--- src/rtl/moddiv_pkg.sv ---
// Shared constants and state encoding for the moddiv operand path.
package moddiv_pkg;

    localparam int WORD_W  = 16;
    localparam int NWORDS  = 16;
    localparam int TOTAL_W = WORD_W * NWORDS;

    typedef enum logic [1:0] {
        IDLE   = 2'd0,
        SHIFT  = 2'd1,
        UNLOAD = 2'd2
    } state_t;

endpackage

--- src/rtl/sipo_slice_16.sv ---
// One 16-bit word of the operand register: shifts left by one bit while
// collecting, or loads the next-higher word while unloading.
module sipo_slice_16
    import moddiv_pkg::*;
(
    input  logic              clk,
    input  logic              clr_n,
    input  logic              i_shift_en,
    input  logic              i_load_en,
    input  logic              i_ser,
    input  logic [WORD_W-1:0] i_par,
    output logic [WORD_W-1:0] o_q
);

    logic [WORD_W-1:0] r_q;

    // Shift and load are never requested together: they belong to different states.
    always_ff @(posedge clk) begin
        if (!clr_n) begin
            r_q <= '0;
        end else if (i_shift_en) begin
            r_q <= {r_q[WORD_W-2:0], i_ser};
        end else if (i_load_en) begin
            r_q <= i_par;
        end
    end

    assign o_q = r_q;

endmodule

--- src/rtl/sipo_shi_reg_256.sv ---
// 256-bit serial-in, word-parallel-out operand register: collects bits MSB
// first, then unloads 16-bit words least-significant first under valid/ready.
module sipo_shi_reg_256
    import moddiv_pkg::*;
(
    input  logic              clk,
    input  logic              clr_n,
    input  logic              start,
    input  logic              bit_in,
    input  logic              bit_vld,
    output logic              bit_rdy,
    output logic [WORD_W-1:0] word_out,
    output logic              word_vld,
    input  logic              word_rdy,
    output logic              busy,
    output logic              done
);

    localparam int BCNT_W = $clog2(TOTAL_W);
    localparam int WCNT_W = $clog2(NWORDS);

    state_t              r_state;
    logic [BCNT_W-1:0]   r_bit_cnt;
    logic [WCNT_W-1:0]   r_word_cnt;
    logic                r_bit_rdy;
    logic                r_word_vld;
    logic                r_busy;
    logic                r_done;

    logic                w_shift_en;
    logic                w_load_en;
    logic [WORD_W-1:0]   w_q   [NWORDS];
    logic                w_ser [NWORDS];
    logic [WORD_W-1:0]   w_par [NWORDS];

    assign w_shift_en = r_bit_rdy && bit_vld;
    assign w_load_en  = r_word_vld && word_rdy;

    // Slice k holds data[16k+15:16k]; bits ripple upward on shift, words move down on load.
    for (genvar k = 0; k < NWORDS; k++) begin : g_slice
        if (k == 0) begin : g_lo
            assign w_ser[k] = bit_in;
        end else begin : g_mid
            assign w_ser[k] = w_q[k-1][WORD_W-1];
        end
        if (k == NWORDS - 1) begin : g_hi
            assign w_par[k] = '0;
        end else begin : g_below
            assign w_par[k] = w_q[k+1];
        end

        sipo_slice_16 u_slice (
            .clk        (clk),
            .clr_n      (clr_n),
            .i_shift_en (w_shift_en),
            .i_load_en  (w_load_en),
            .i_ser      (w_ser[k]),
            .i_par      (w_par[k]),
            .o_q        (w_q[k])
        );
    end

    // Outputs are registered next to the state so they change only on state transitions.
    always_ff @(posedge clk) begin
        if (!clr_n) begin
            r_state    <= IDLE;
            r_bit_cnt  <= '0;
            r_word_cnt <= '0;
            r_bit_rdy  <= 1'b0;
            r_word_vld <= 1'b0;
            r_busy     <= 1'b0;
            r_done     <= 1'b0;
        end else begin
            r_done <= 1'b0;
            case (r_state)
                IDLE: begin
                    if (start) begin
                        r_state   <= SHIFT;
                        r_bit_cnt <= '0;
                        r_bit_rdy <= 1'b1;
                        r_busy    <= 1'b1;
                    end
                end
                SHIFT: begin
                    if (bit_vld) begin
                        r_bit_cnt <= r_bit_cnt + 1'b1;
                        if (r_bit_cnt == BCNT_W'(TOTAL_W - 1)) begin
                            r_state    <= UNLOAD;
                            r_word_cnt <= '0;
                            r_bit_rdy  <= 1'b0;
                            r_word_vld <= 1'b1;
                        end
                    end
                end
                UNLOAD: begin
                    if (word_rdy) begin
                        r_word_cnt <= r_word_cnt + 1'b1;
                        if (r_word_cnt == WCNT_W'(NWORDS - 1)) begin
                            r_state    <= IDLE;
                            r_word_vld <= 1'b0;
                            r_busy     <= 1'b0;
                            r_done     <= 1'b1;
                        end
                    end
                end
                default: begin
                    r_state    <= IDLE;
                    r_bit_rdy  <= 1'b0;
                    r_word_vld <= 1'b0;
                    r_busy     <= 1'b0;
                end
            endcase
        end
    end

    assign bit_rdy  = r_bit_rdy;
    assign word_vld = r_word_vld;
    assign busy     = r_busy;
    assign done     = r_done;
    assign word_out = w_q[0];

endmodule
--- config.mk ---
export PLATFORM = sky130hd
export DESIGN_NAME = sipo_shi_reg_256
export DESIGN_NICKNAME = d
export VERILOG_FILES = /design/src/rtl/moddiv_pkg.sv /design/src/rtl/sipo_slice_16.sv /design/src/rtl/sipo_shi_reg_256.sv
export SDC_FILE = /design/constraint.sdc
export NUM_CORES = 1
export LEC_CHECK = 0
export BUFFER_PORTS_ARGS = -buffer_cell sky130_fd_sc_hd__buf_2
export CAP_MARGIN = 15
export CORE_ASPECT_RATIO = 0.75
export CORE_MARGIN = 1
export CORE_UTILIZATION = 40
export CTS_CLUSTER_DIAMETER = 50
export DETAILED_ROUTE_END_ITERATION = 10
export PLACE_DENSITY = 0.61
export SLEW_MARGIN = 20
export SYNTH_ARGS = -nofsm -noshare
export SYNTH_HDL_FRONTEND = slang
export SYNTH_HIERARCHICAL = 1
export SYNTH_SLANG_ARGS = --single-unit
--- constraint.sdc ---
create_clock -name clk -period 4.3 [get_ports clk]
set_input_delay 0 -clock clk [delete_from_list [all_inputs] [get_ports clk]]
set_output_delay 0 -clock clk [all_outputs]
set_load 0.02 [all_outputs]
# == Word-level counts from Yosys, hierarchy flattened ==
# Index checks and enable logic that the tools add are counted.
# word_totals
regBits,274
in_bits,6
out_inout_bits,20
wordCells,106
# classes
n_addsub,2
n_eq_ne,9
mux,56
n_bitwise,3
reduce_logical,13
# op_table
operator,count
16-bit 2-to-1 mux,32
8-bit 2-to-1 mux,2
8-bit case mux with 2 select lines,1
4-bit 2-to-1 mux,3
4-bit AND reduction,3
2-bit 2-to-1 mux,5
"2-bit inequality test, second input constant",5
5-bit AND reduction,2
1-bit case mux with 3 select lines,3
"8-bit by 1-bit adder with 8-bit output, second input constant",1
"8-bit == test, second input constant",1
1-bit 2-to-1 mux,8
4-bit case mux with 2 select lines,1
2-bit case mux with 3 select lines,1
3-bit AND reduction,2
2-bit nonzero test,3
"4-bit by 1-bit adder with 4-bit output, second input constant",1
"4-bit == test, second input constant",1
1-bit inverter,3
"2-bit by 1-bit == test with 1-bit output, second input constant",1
"2-bit == test, second input constant",1
1-bit logical AND,2
2-bit zero test,1

# == Logic depth before layout (Yosys ltp) ==
# logic_depth
ltp_word,4
ltp_mapped,5
ltp_nobuf,4

# == Modules after synthesis ==
# The synthesis kept the hierarchy.
# modules_own_cells
mod,n_inst,cells_each,area_per_inst_um2,seq_area_each_um2
sipo_slice_16,16,71,852.1,320.3
sipo_shi_reg_256,1,106,930.9,360.3

# == Worst setup path before layout ==
# OpenSTA, ideal clock, no wires.
# synth_timing
path_kind,register to register
from,reg r_bit_rdy (netlist: bit_rdy)
to,reg g_slice[10].u_slice.r_q[3]
setup_time_ns,0.116
t_arrival_ns,2.488
t_required_ns,4.184
slack_ns,1.696
stages_incl_launch_ff,5
n_path_buf,1
period_less_slack_ns,2.604
path_cell_list,dfxtp_1 -> and2_1 -> clkbuf_1 -> or2b_1 -> o211a_1
# synth_via
elab_chain_cells,2
elab_cells_between_ends,3
cone_classes,mux: 1; reduce/logical: 2
# synth_rtl
element,line_no,text
from (decl),sipo_shi_reg_256.sv:25,logic r_bit_rdy;
from (signal assigned),sipo_shi_reg_256.sv:69,r_bit_rdy <= 1'b0;
from (signal assigned),sipo_shi_reg_256.sv:80,r_bit_rdy <= 1'b1;
from (signal assigned),sipo_shi_reg_256.sv:90,r_bit_rdy <= 1'b0;
1-bit logical AND (*),sipo_shi_reg_256.sv:36,assign w_shift_en = r_bit_rdy && bit_vld;
via w_shift_en,sipo_shi_reg_256.sv:30,logic w_shift_en;
16-bit 2-to-1 mux / 2-bit nonzero test (equally long branches),n/a,
to (signal assigned),sipo_slice_16.sv:22,"r_q <= {r_q[WORD_W-2:0], i_ser};"
to (signal assigned),sipo_slice_16.sv:24,r_q <= i_par;
to (decl),sipo_slice_16.sv:15,logic [WORD_W-1:0] r_q;
# The timed path passes the listed nets; every way through them passes the cells marked *.
# A chain may end at the register's enable or synchronous reset.

# == Worst setup path in the final report ==
# layout_timing
from,reg r_word_vld (netlist: word_vld)
to,reg g_slice[0].u_slice.r_q[0]
# layout_via
elab_chain_cells,2
# layout_rtl
element,line_no,text
from (decl),sipo_shi_reg_256.sv:26,logic r_word_vld;
from (signal assigned),sipo_shi_reg_256.sv:70,r_word_vld <= 1'b0;
from (signal assigned),sipo_shi_reg_256.sv:91,r_word_vld <= 1'b1;
from (signal assigned),sipo_shi_reg_256.sv:100,r_word_vld <= 1'b0;
1-bit logical AND,sipo_shi_reg_256.sv:37,assign w_load_en = r_word_vld && word_rdy;
via w_load_en,sipo_shi_reg_256.sv:31,logic w_load_en;
2-bit nonzero test (no source line),n/a,
to (signal assigned),sipo_slice_16.sv:22,
to (signal assigned),sipo_slice_16.sv:24,
to (decl),sipo_slice_16.sv:15,
# The timed path passes the listed nets, and every way through them passes these cells.

==> impl_results.md <==
* Layout area overhead at 7.61%
* Register area share after synthesis at about 38%
* Diode count at 0
* Largest stage delay, worst path at 0.81 ns
* Detailed Routing Iterations Pass 1 at 5
* EDFF count, synth at 0
* Worst setup EP type: flip-flop
* H-tree depth at 1
* Core area at about 36000 um2
* Vias in the first global route at 8488
* Remaining global-route overflow at 0
* Slew Viols, Final at 0
* Largest delay share family, worst path: buffers and inverters
* Maximum vdd ir drop at 0.270 mV
* Design Area, Final at ~16000 um2
* CP bufs+invs at 2
* Hold_sp: r_word_cnt[1]$_SDFFE_PN0P_
* CTS clk-pin slew, worst paths at about 0.060 ns
* Syn Area/Cell at about 12 um2
* Max-cap violations at 0
* Worst-Skew Late Latency at about 0.55 ns
* Slew HR at approximately a third
* Hold Path End: r_word_cnt[1]$_SDFFE_PN0P_
* Post-CTS Hold Fix Bufs at 7
* Final setup viols at 0
* Min Hold Slack at between 0.4 and 0.5 ns
* Post-cts resize count at 0
* Final net count at around 1200
* Worst Max-Slew Pin Slew at 1.02 ns
* Die footprint at 37200 um2
* Clk sinks at ~270
* DRT iter0 DRCs at 602
* CP max FO at 61
* Reg2Reg Launch Point: word_vld$_SDFFE_PN0P_
* Count of yosys warnings during synthesis at 6
* Hold path cells at 2
* Die Span Y at roughly 170 um
* Post-synth ARST share at 0%
* Rows at 60
* Clock skew at around 0.017 ns
* Post-CTS Setup Repair Bufs at 0
* Input/output buffers at 25
* Remaining DRCs at 0
* Status: complete, no violations
* Final hold violation count at 0
* Critical Path RT at between 4 and 5 ns
* Type of the most critical hold path: flip-flop to flip-flop
* Largest net degree at the start of global routing at 200
* CTS tree: yes
* Synth cell types at between 40 and 50
* Post-DP Area at roughly 15000 um2
* Initial Utilization at 40.6%
* Critical path launch point type: flip-flop
* Critical-path top delay cell: and2_4
* First-pass GRT wire length at 44900 um
* Total CTS buffers at 29
* Vias post-DR at between 8000 and 9000
* Area of the mapped netlist at between 10000 and 15000 um2
* Avg Vias per Cell at about 5.2
* Die outline width at around 220 um
* Flops & latches, synth at 274
* Critical path arrival at 3.26 ns
* Fin crit period at between 2 and 3 ns
* Layout Cells excl Fill at 1706
* R2R Setup Slk at roughly 1.5 ns
* Setup TNS Final at 0 ns
* Post-DP HPWL at roughly 15000 um
* Antenna Nets Post-Route at 0
* Clock Tree Buf Depth at 3
* Initial antenna violation count at 0
* Worst Setup Path Type: flip-flop to flip-flop
* Clock root buffer: clkbuf_16
* R2r endpoint: g_slice[0].u_slice/o_q[0]$_SDFFE_PN0P_
* Layout cells sized above 1 at ~28%
* Power density over cell area at between 300 and 400 nW/um2
* Drt total wl at about 26000 um
* All-Layer GR Usage at about 14%
* Mapped Cells at ~1200
* GP Congestion at ~0.72
* Placed cells at ~1600
* Crit share post-route at about two thirds
* Top_reg_cell synth: dfxtp_1
* Tot Pwr at 6.01 mW
* Pleak at ~8.6 nW
* WL/cell at around 15 um
* FMAX at around 350 MHz
* Unrepaired setup endpoints after global routing: false
* R2R cell count at 5
* Io pins at 26
* Critical path, cell by cell: and2_4 -> buf_4 -> mux2_2 -> o211a_1 -> dlygate4sd3_1
worst register-to-register path: cells and delay by family (launching register included):
kind	cells	cell delay (ns)
buf+inv	2	0.97
simple gates	1	0.81
mux	1	0.39
flops	1	0.36
compound gates	1	0.20
power by group:
group	internal (mW)	switching (mW)
clock	1.42	1.02
combinational	0.418	0.291
sequential	2.72	0.139
layout by cell type (no fill, tap or decap), types with 2 or more instances in the layout:
cell type | synthesis | final
dfxtp_1 | 274 | 274
o211a_1 | 256 | 256
nand2b_1 | 243 | 243
mux2_4 | 160 | 160
mux2_2 | 96 | 96
clkbuf_16 | 0 | 29
buf_2 | 32 | 24
or2b_1 | 16 | 16
conb_1 | 1 | 16
buf_4 | 0 | 10
nand3_1 | 8 | 8
a21oi_1 | 8 | 8
clkbuf_8 | 0 | 8
clkbuf_1 | 49 | 8
or4_1 | 7 | 7
dlygate4sd3_1 | 0 | 7
buf_12 | 16 | 7
o21ai_0 | 6 | 6
nand2_1 | 6 | 6
o31ai_1 | 6 | 6
inv_1 | 5 | 5
o21ai_1 | 4 | 4
clkinv_2 | 0 | 4
nand3b_1 | 3 | 3
and2_4 | 0 | 2
nand4_1 | 2 | 2
nor2b_1 | 2 | 2
a31oi_1 | 2 | 2
and3b_1 | 2 | 2
or3_1 | 2 | 2
ha_1 | 2 | 2
synth_stat cells (2+ instances only):
master    count  area, um2
clkbuf_1     49        184
buf_12       16        320
o31ai_1       6       45.0
mux2_4      160       2400
nor2b_1       2       12.5
and3b_1       2       17.5
o21ai_1       4       20.0
inv_1         5       18.8
a21oi_1       8       40.0
ha_1          2       25.0
or4_1         7       52.6
and2_1        2       12.5
nand3_1       8       40.0
nand2_1       6       22.5
a31oi_1       2       12.5
nand2b_1    243       1520
buf_6        18        203
mux2_2       96       1080
or3_1         2       12.5
buf_2        32        160
dfxtp_1     274       5490
nand3b_1      3       22.5
o21ai_0       6       30.0
nand4_1       2       12.5
or2b_1       16        120
o211a_1     256       2560
area by class of cell:
class	instances	area, um2
fill	3384	20200
multi-input combinational	861	8250
sequential	274	5490
clock buffer	44	852
tap	465	582
timing repair buffer	49	419
clock inverter	7	66.3
inverter	6	22.5
per-stage QoR:
step	setup slack [ns]	utilization, %
finish	1.47	43.7
global placement	1.95	40.9
global route	1.28	43.7
CTS	1.41	43.7
detailed placement	1.91	40.9
floorplan	1.70	-
kinds of logic (layout without fill, tap and decap cells):
group	count (synthesis)	in the layout	synth area share (%)
other cells	1	16	0.0257
mux	258	258	24.1
simple gates	299	299	13.1
flops	274	274	37.7
compound gates	286	286	18.8
fa+ha+maj	2	2	0.172
buf+inv	122	106	6.14
routing by layer:
metal,vias to the layer above,GRT usage (%),part of all wire [%]
met2,73,19.5,40
met5,-,0,0
met1,4220,22.3,56
met4,0,2.82,1.5
li1,4465,-,-
met3,30,2.23,2.2
registers in the layout, indices dropped and copies added, names as in the netlist:
signal               cells
word_vld                 1
done                     1
busy                     1
r_word_cnt               4
r_bit_cnt                8
r_state                  2
g_slice.u_slice/o_q    256
bit_rdy                  1
worst max-delay path by stage:
stage                                startpoint                                      end  depth (start not counted)
after global placement    word_vld$_SDFFE_PN0P_  g_slice[0].u_slice/o_q[13]$_SDFFE_PN0P_                          4
after detailed placement  word_vld$_SDFFE_PN0P_  g_slice[0].u_slice/o_q[13]$_SDFFE_PN0P_                          4
final                     word_vld$_SDFFE_PN0P_   g_slice[0].u_slice/o_q[0]$_SDFFE_PN0P_                          5
after floorplan            bit_rdy$_SDFFE_PN0P_  g_slice[10].u_slice/o_q[3]$_SDFFE_PN0P_                          4
after CTS                 word_vld$_SDFFE_PN0P_   g_slice[0].u_slice/o_q[0]$_SDFFE_PN0P_                          5
after global routing      word_vld$_SDFFE_PN0P_   g_slice[0].u_slice/o_q[0]$_SDFFE_PN0P_                          5
Note: power is estimated with default switching activity, not from simulation.
